`config.mk`:
```
export PLATFORM = sky130hd
export DESIGN_NAME = hc138_rr_arbiter
export DESIGN_NICKNAME = d
export VERILOG_FILES = /design/src/rtl/hc138_rr_arbiter_pkg.sv /design/src/rtl/hc138_rr_arbiter_sel_decoder.sv /design/src/rtl/hc138_rr_arbiter.sv
export SDC_FILE = /design/constraint.sdc
export NUM_CORES = 1
export LEC_CHECK = 0
export ABC_AREA = 1
export CAP_MARGIN = 25
export CORE_MARGIN = 10
export CORE_UTILIZATION = 48
export DETAILED_ROUTE_END_ITERATION = 6
export PLACE_DENSITY = 0.85
export SYNTH_ARGS = -nofsm -noshare
export SYNTH_HDL_FRONTEND = slang
export SYNTH_SLANG_ARGS = --single-unit
```
`constraint.sdc`:
```
create_clock -name clk_i -period 2.1 [get_ports clk_i]
set_input_delay 0.63 -clock clk_i [delete_from_list [all_inputs] [get_ports clk_i]]
set_output_delay 0.63 -clock clk_i [all_outputs]
set_load 0.01 [all_outputs]
```
`src/rtl/hc138_rr_arbiter_pkg.sv`:
```
// hc_pkg: shared state encoding and constants for the hc138 round-robin arbiter
package hc_pkg;
  typedef enum logic [1:0] {IDLE, GRANT, GAP} state_t;
  localparam int NUM_REQ = 8;
  localparam int IDX_W = 3;
  localparam logic [NUM_REQ-1:0] GRANT_NONE = 8'hFF;
endpackage

```
`src/rtl/hc138_rr_arbiter_sel_decoder.sv`:
```
// hc138_sel_decoder: combinational 3-to-8 active-low decoder (74HC138 style)
// ports: sel_i select index, g_i active-high enable, yn_o active-low one-hot (all high when disabled)
module hc138_sel_decoder
  import hc_pkg::*;
(
  input  logic [IDX_W-1:0]   sel_i,
  input  logic               g_i,
  output logic [NUM_REQ-1:0] yn_o
);
  always_comb yn_o = g_i ? ~(NUM_REQ'(1) << sel_i) : GRANT_NONE;
endmodule

```
`src/rtl/hc138_rr_arbiter.sv`:
```
// hc138_rr_arbiter: round-robin arbiter for 8 requesters with hold timeout, break-before-make gap and decoded active-low grants
// ports: clk_i/rst_i clock and sync active-high reset, en_i enable, req_i request vector, done_i release strobe,
//        grant_idx_o winner index, grant_n_o active-low grants, grant_vld_o grant active, timeout_p_o forced-release pulse
module hc138_rr_arbiter
  import hc_pkg::*;
#(
  parameter int MAX_HOLD   = 16,
  parameter int GAP_CYCLES = 1
) (
  input  logic               clk_i,
  input  logic               rst_i,
  input  logic               en_i,
  input  logic [NUM_REQ-1:0] req_i,
  input  logic               done_i,
  output logic [IDX_W-1:0]   grant_idx_o,
  output logic [NUM_REQ-1:0] grant_n_o,
  output logic               grant_vld_o,
  output logic               timeout_p_o
);
  localparam int HW = (MAX_HOLD > 0) ? $clog2(MAX_HOLD + 1) : 1;
  localparam logic [HW-1:0] HOLD_LAST = HW'((MAX_HOLD > 0) ? MAX_HOLD - 1 : 0);
  localparam logic [1:0] GAP_LAST = 2'((GAP_CYCLES > 0) ? GAP_CYCLES - 1 : 0);
  state_t           state_q, state_d;
  logic [IDX_W-1:0] ptr_q, ptr_d, idx_q, idx_d, win;
  logic [HW-1:0]    hold_q, hold_d;
  logic [1:0]       gap_q, gap_d;
  logic             vld_q, vld_d, to_q, to_d, hit;
  logic             rel_to, rel;
  // scan from the highest offset down so the lowest offset from ptr wins
  always_comb begin
    win = '0;
    hit = 1'b0;
    for (int i = NUM_REQ - 1; i >= 0; i--)
      if (req_i[ptr_q + IDX_W'(i)]) begin
        win = ptr_q + IDX_W'(i);
        hit = 1'b1;
      end
  end
  always_comb rel_to = (MAX_HOLD != 0) && (hold_q == HOLD_LAST);
  always_comb rel = done_i || !req_i[idx_q] || rel_to;
  always_ff @(posedge clk_i)
    if (rst_i) begin
      state_q <= IDLE;
      ptr_q   <= '0;
      hold_q  <= '0;
      gap_q   <= '0;
      idx_q   <= '0;
      vld_q   <= 1'b0;
      to_q    <= 1'b0;
    end else begin
      state_q <= state_d;
      ptr_q   <= ptr_d;
      hold_q  <= hold_d;
      gap_q   <= gap_d;
      idx_q   <= idx_d;
      vld_q   <= vld_d;
      to_q    <= to_d;
    end
  always_comb begin
    state_d = state_q;
    ptr_d   = ptr_q;
    hold_d  = hold_q;
    gap_d   = gap_q;
    idx_d   = idx_q;
    vld_d   = vld_q;
    to_d    = 1'b0;
    case (state_q)
      IDLE:
        if (en_i && hit) begin
          state_d = GRANT;
          idx_d   = win;
          vld_d   = 1'b1;
          hold_d  = '0;
        end
      GRANT: begin
        hold_d = hold_q + HW'(1);
        if (rel) begin
          state_d = (GAP_CYCLES > 0) ? GAP : IDLE;
          vld_d   = 1'b0;
          ptr_d   = idx_q + IDX_W'(1);
          gap_d   = '0;
          // a voluntary release in the last allowed cycle is not a timeout
          to_d    = rel_to && !done_i && req_i[idx_q];
        end
      end
      GAP: begin
        gap_d   = gap_q + 2'd1;
        state_d = (gap_q == GAP_LAST) ? IDLE : GAP;
      end
      default: state_d = IDLE;
    endcase
  end
  always_comb begin
    grant_idx_o = idx_q;
    grant_vld_o = vld_q;
    timeout_p_o = to_q;
  end
  hc138_sel_decoder u_dec (
    .sel_i (idx_q),
    .g_i   (vld_q),
    .yn_o  (grant_n_o)
  );
endmodule

```
==> run_summary.xml <==
<?xml version="1.0" encoding="UTF-8"?>
<metrics>
  <group name="synth">
    <metric name="ys_top_cells_by_area" unit="">sky130_fd_sc_hd__dfxtp_1 22%, sky130_fd_sc_hd__nand2_1 17%, sky130_fd_sc_hd__nand3_1 13%</metric>
    <metric name="post-synth-top-count-cell" unit="">sky130_fd_sc_hd__nand2_1</metric>
    <metric name="mappedNetlistNets" unit="">268</metric>
    <metric name="yosys.area.top_type_share" unit="%">22.4</metric>
    <metric name="postSynthRegisterBits" unit="">17</metric>
    <metric name="async_set_or_reset_flop_fraction_in_the_synthesized_netlist" unit="%">0</metric>
    <metric name="synth_largest_area_cell" unit="">sky130_fd_sc_hd__dfxtp_1</metric>
    <metric name="synth.cell_area" unit="um^2">1520</metric>
    <metric name="postSynthAreaPerCell" unit="um^2">6.19</metric>
    <metric name="ys.flop_type" unit="">sky130_fd_sc_hd__dfxtp_1</metric>
    <metric name="synth_edf_count" unit="">0</metric>
    <metric name="syn_inst" unit="">245</metric>
    <metric name="yosysWarningCount" unit="">0</metric>
    <metric name="ys_top_cells_by_count" unit="">69 x sky130_fd_sc_hd__nand2_1, 39 x sky130_fd_sc_hd__nand3_1, 23 x sky130_fd_sc_hd__inv_1, 20 x sky130_fd_sc_hd__a21oi_1, 17 x sky130_fd_sc_hd__dfxtp_1</metric>
    <metric name="yosys.cell_types.count" unit="">32</metric>
    <metric name="ys_seq_area_share" unit="%">22.4</metric>
  </group>
  <group name="critical_path">
    <metric name="worst-endpoint-arrival" unit="ns">1.43</metric>
    <metric name="ff2ff_path_depth" unit="">13</metric>
    <metric name="crit-reg2reg-capture" unit="">grant_idx_o[1]</metric>
    <metric name="crit_buf_inv" unit="">1</metric>
    <metric name="critical_path_required" unit="ns">1.47</metric>
    <metric name="reg2reg_setup_slack" unit="ns">0.13</metric>
    <metric name="worst_setup_path_end_kind" unit="">output port</metric>
    <metric name="timing.setup.critical_path_class" unit="">flop to output port</metric>
    <metric name="timing.critical_path.cells" unit="">clkdlybuf4s50_1</metric>
    <metric name="critical_path.startpoint_type" unit="">flop</metric>
    <metric name="biggest_cell_delay_along_the_critical_path" unit="ns">0.61</metric>
    <metric name="crit_path_top_delay_cell" unit="">sky130_fd_sc_hd__clkdlybuf4s50_1</metric>
    <metric name="timing.critical_path.max_delay_family" unit="">buffers and inverters</metric>
    <metric name="crit_path_max_fanout" unit="">10</metric>
    <metric name="worst_r2r_startpoint" unit="">ptr_q[1]</metric>
  </group>
  <group name="place">
    <metric name="gpl.final_weighted_congestion" unit="">0.994</metric>
    <metric name="buffer_ports.inserted" unit="">24</metric>
    <metric name="placement.setup.worst_slack" unit="ns">-0.246</metric>
    <metric name="hpwl" unit="mm">3.49</metric>
    <metric name="dp_cells" unit="">330</metric>
  </group>
  <group name="min_path">
    <metric name="worst_case_hold_path_end_point" unit="">hold_q[3]</metric>
    <metric name="holdCritPathClass" unit="">flop to flop</metric>
    <metric name="timing.hold.worst.start" unit="">hold_q[3]</metric>
    <metric name="timing.hold.worst_path_depth" unit="">2</metric>
  </group>
  <group name="clock_tree">
    <metric name="clk-insertion-delay-late" unit="ns">0.29</metric>
    <metric name="clock_tree.root_cell" unit="">sky130_fd_sc_hd__clkbuf_4</metric>
    <metric name="clock_sinks" unit="">17</metric>
    <metric name="cts_tree" unit="">done</metric>
    <metric name="cts-hold-fix-buffers" unit="">0</metric>
    <metric name="cts_max_path_buffers" unit="">2</metric>
    <metric name="htree_levels" unit="">1</metric>
    <metric name="cts_inserted_buffers" unit="">3</metric>
    <metric name="clkSlewWorstSetupHoldPaths" unit="ns">0.09</metric>
  </group>
  <group name="routing">
    <metric name="ant_nets_after_route" unit="">0</metric>
    <metric name="detail_route.first_pass.iterations" unit="">5</metric>
    <metric name="routed_wirelength" unit="mm">4.77</metric>
    <metric name="post-route-drc-count" unit="">0</metric>
    <metric name="detail_route.vias_per_cell" unit="">5.44</metric>
    <metric name="avg_wl_per_cell" unit="um">14.2</metric>
    <metric name="detailroute.via_count" unit="">1822</metric>
    <metric name="dr.first_iter.drc_count" unit="">185</metric>
  </group>
  <group name="run_status">
    <metric name="outcome" unit="">finished clean</metric>
  </group>
  <group name="power_and_ir_drop">
    <metric name="net-switching-power" unit="uW">611</metric>
    <metric name="vdd_drop_max" unit="V">0.000584</metric>
    <metric name="p_comb_share" unit="%">59.8</metric>
    <metric name="p_per_area" unit="nW/um^2">650</metric>
    <metric name="power.share.switching" unit="%">44.4</metric>
    <metric name="intPower" unit="uW">765</metric>
    <metric name="design_power_total" unit="mW">1.38</metric>
    <metric name="sequentialPowerShare" unit="%">27.6</metric>
    <metric name="leakage" unit="nW">1.02</metric>
    <metric name="clockPowerShare" unit="%">12.6</metric>
  </group>
  <group name="cells_and_area">
    <metric name="multi_input_area" unit="um^2">1150</metric>
    <metric name="final.fill_count" unit="">234</metric>
    <metric name="layout_area_growth_over_synthesis" unit="%">39.6</metric>
    <metric name="postLayoutCoreUtil" unit="%">70.0</metric>
    <metric name="final_layout_size_suffix_gt1_share" unit="%">24.7</metric>
    <metric name="nNetsFinal" unit="">315</metric>
    <metric name="register_area" unit="um^2">343</metric>
    <metric name="antenna_cells_inserted" unit="">0</metric>
    <metric name="layoutNonFillerInstCount" unit="">335</metric>
  </group>
  <group name="grt">
    <metric name="groute.usage.overall" unit="%">13.7</metric>
    <metric name="grt_start_max_net_pins" unit="">12</metric>
    <metric name="global_route_wire_length_before_repair" unit="mm">6.90</metric>
    <metric name="overflow" unit="">0</metric>
    <metric name="number_of_antenna_violations_at_the_first_check_in_global_routing" unit="">0</metric>
    <metric name="first_global_vias" unit="">1557</metric>
  </group>
  <group name="sta">
    <metric name="grt_setup_unrepaired" unit="">false</metric>
    <metric name="report.final.setup_viol" unit="">0</metric>
    <metric name="timing.final.ws_setup" unit="ns">0.0408</metric>
    <metric name="layout_worst_path_cycle_share" unit="%">98.1</metric>
    <metric name="worst_slew_margin_rel" unit="%">77.7</metric>
    <metric name="worst_pin_slew" unit="ns">0.335</metric>
    <metric name="timing.final.max_slew_violations" unit="">0</metric>
    <metric name="hold_slack" unit="ns">0.470</metric>
    <metric name="fmax" unit="MHz">486</metric>
    <metric name="final_period_minus_worst_setup_slack" unit="ns">2.06</metric>
    <metric name="hold_viol" unit="">0</metric>
    <metric name="finalClockSkew" unit="ns">0.00206</metric>
  </group>
  <group name="job">
    <metric name="drv_cap" unit="">0</metric>
  </group>
  <group name="floorplanning">
    <metric name="design.die.area" unit="um^2">5810</metric>
    <metric name="floorplan.core_area" unit="um^2">3030</metric>
    <metric name="dieHeight" unit="um">76.2</metric>
    <metric name="floorplan.io_pins" unit="">25</metric>
    <metric name="std_cell_rows" unit="">20</metric>
    <metric name="starting_density_of_the_core" unit="%">50.1</metric>
    <metric name="die_width" unit="um">76.2</metric>
  </group>
</metrics>
cell type report:
cell class	count	share of cell area, %
timing repair buffer	47	20.1
multi-input combinational	194	54.4
tap	44	2.60
clock buffer	4	1.24
inverter	29	5.43
sequential	17	16.2
repair_timing:
item                                   in CTS  in global routing
pin swaps                                   0                  6
endpoints found under the hold margin       0                  0
setup buffers                               0                  1
gates resized for setup                     9                 40
setup endpoints to repair                   8                 15
state kept, by name, indices dropped and copies added (netlist names):
name	flops
grant_vld_o	1
gap_q	2
state_q	2
hold_q	5
timeout_p_o	1
grant_idx_o	3
ptr_q	3
kinds of logic (layout without fill, tap and decap cells):
family / count (synthesis) / after routing / share of synthesized area [%]
flip-flops: 17 / 17 / 22.4
AND/OR/NAND/NOR: 136 / 136 / 40.4
XOR/XNOR: 4 / 4 / 2.31
adder cells (fa/ha/maj): 11 / 11 / 9.07
AO/OA/AOI/OAI: 43 / 43 / 16.1
buffers and inverters: 34 / 80 / 9.73
routing by layer:
layer	track usage [%]	wire, um
met1	17.0	1980
met2	24.1	2320
met3	1.42	304
met4	3.90	163
met5	0	0
metrics by stage:
step / cell area, um^2 / setup TNS (ns)
floorplan: 1520 / 0
global placement: 1940 / -2.78
global route: 2120 / 0
finish: 2120 / 0
detailed placement: 1940 / -3.17
CTS: 1960 / 0
layout by cell type (no fill, tap or decap), types with 2 or more instances in the layout:
cell	synthesis	layout
sky130_fd_sc_hd__dlygate4sd2_1	0	8
sky130_fd_sc_hd__inv_2	5	4
sky130_fd_sc_hd__nor2_2	1	3
sky130_fd_sc_hd__clkbuf_4	0	3
sky130_fd_sc_hd__clkdlybuf4s50_1	0	8
sky130_fd_sc_hd__and2_1	2	2
sky130_fd_sc_hd__nor3_1	2	2
sky130_fd_sc_hd__o21ai_0	11	11
sky130_fd_sc_hd__o21ai_1	3	3
sky130_fd_sc_hd__ha_1	11	9
sky130_fd_sc_hd__ha_4	0	2
sky130_fd_sc_hd__dfxtp_1	17	15
sky130_fd_sc_hd__nor2_1	15	13
sky130_fd_sc_hd__dlymetal6s2s_1	0	8
sky130_fd_sc_hd__nand2_2	3	10
sky130_fd_sc_hd__nand3_2	1	13
sky130_fd_sc_hd__buf_4	1	22
sky130_fd_sc_hd__nand3_1	39	27
sky130_fd_sc_hd__o22ai_1	2	2
sky130_fd_sc_hd__inv_1	23	22
sky130_fd_sc_hd__inv_4	0	2
sky130_fd_sc_hd__a21oi_2	2	2
sky130_fd_sc_hd__a21oi_1	20	20
sky130_fd_sc_hd__dfxtp_2	0	2
sky130_fd_sc_hd__nand2_1	69	62
power by group through the flow:
stage               combinational [mW]  sequential (mW)  clock, mW
detailed placement               0.727            0.384          0
global route                     0.908            0.384      0.186
finish                           0.822            0.380      0.173
global placement                 0.718            0.383          0
CTS                              0.727            0.377      0.175
floorplan                        0.476            0.380          0
how the worst max path moves through the flow:
stage | startpoint | to | cells past startpoint
final | grant_vld_o | grant_vld_o | 1
after global routing | ptr_q[0] | hold_q[4] | 14
after CTS | ptr_q[1] | grant_idx_o[2] | 13
after detailed placement | req_i[4] | grant_idx_o[0] | 13
after global placement | req_i[4] | grant_idx_o[1] | 12
after floorplan | ptr_q[1] | grant_idx_o[0] | 15
Power figures use the tool's default switching activity.
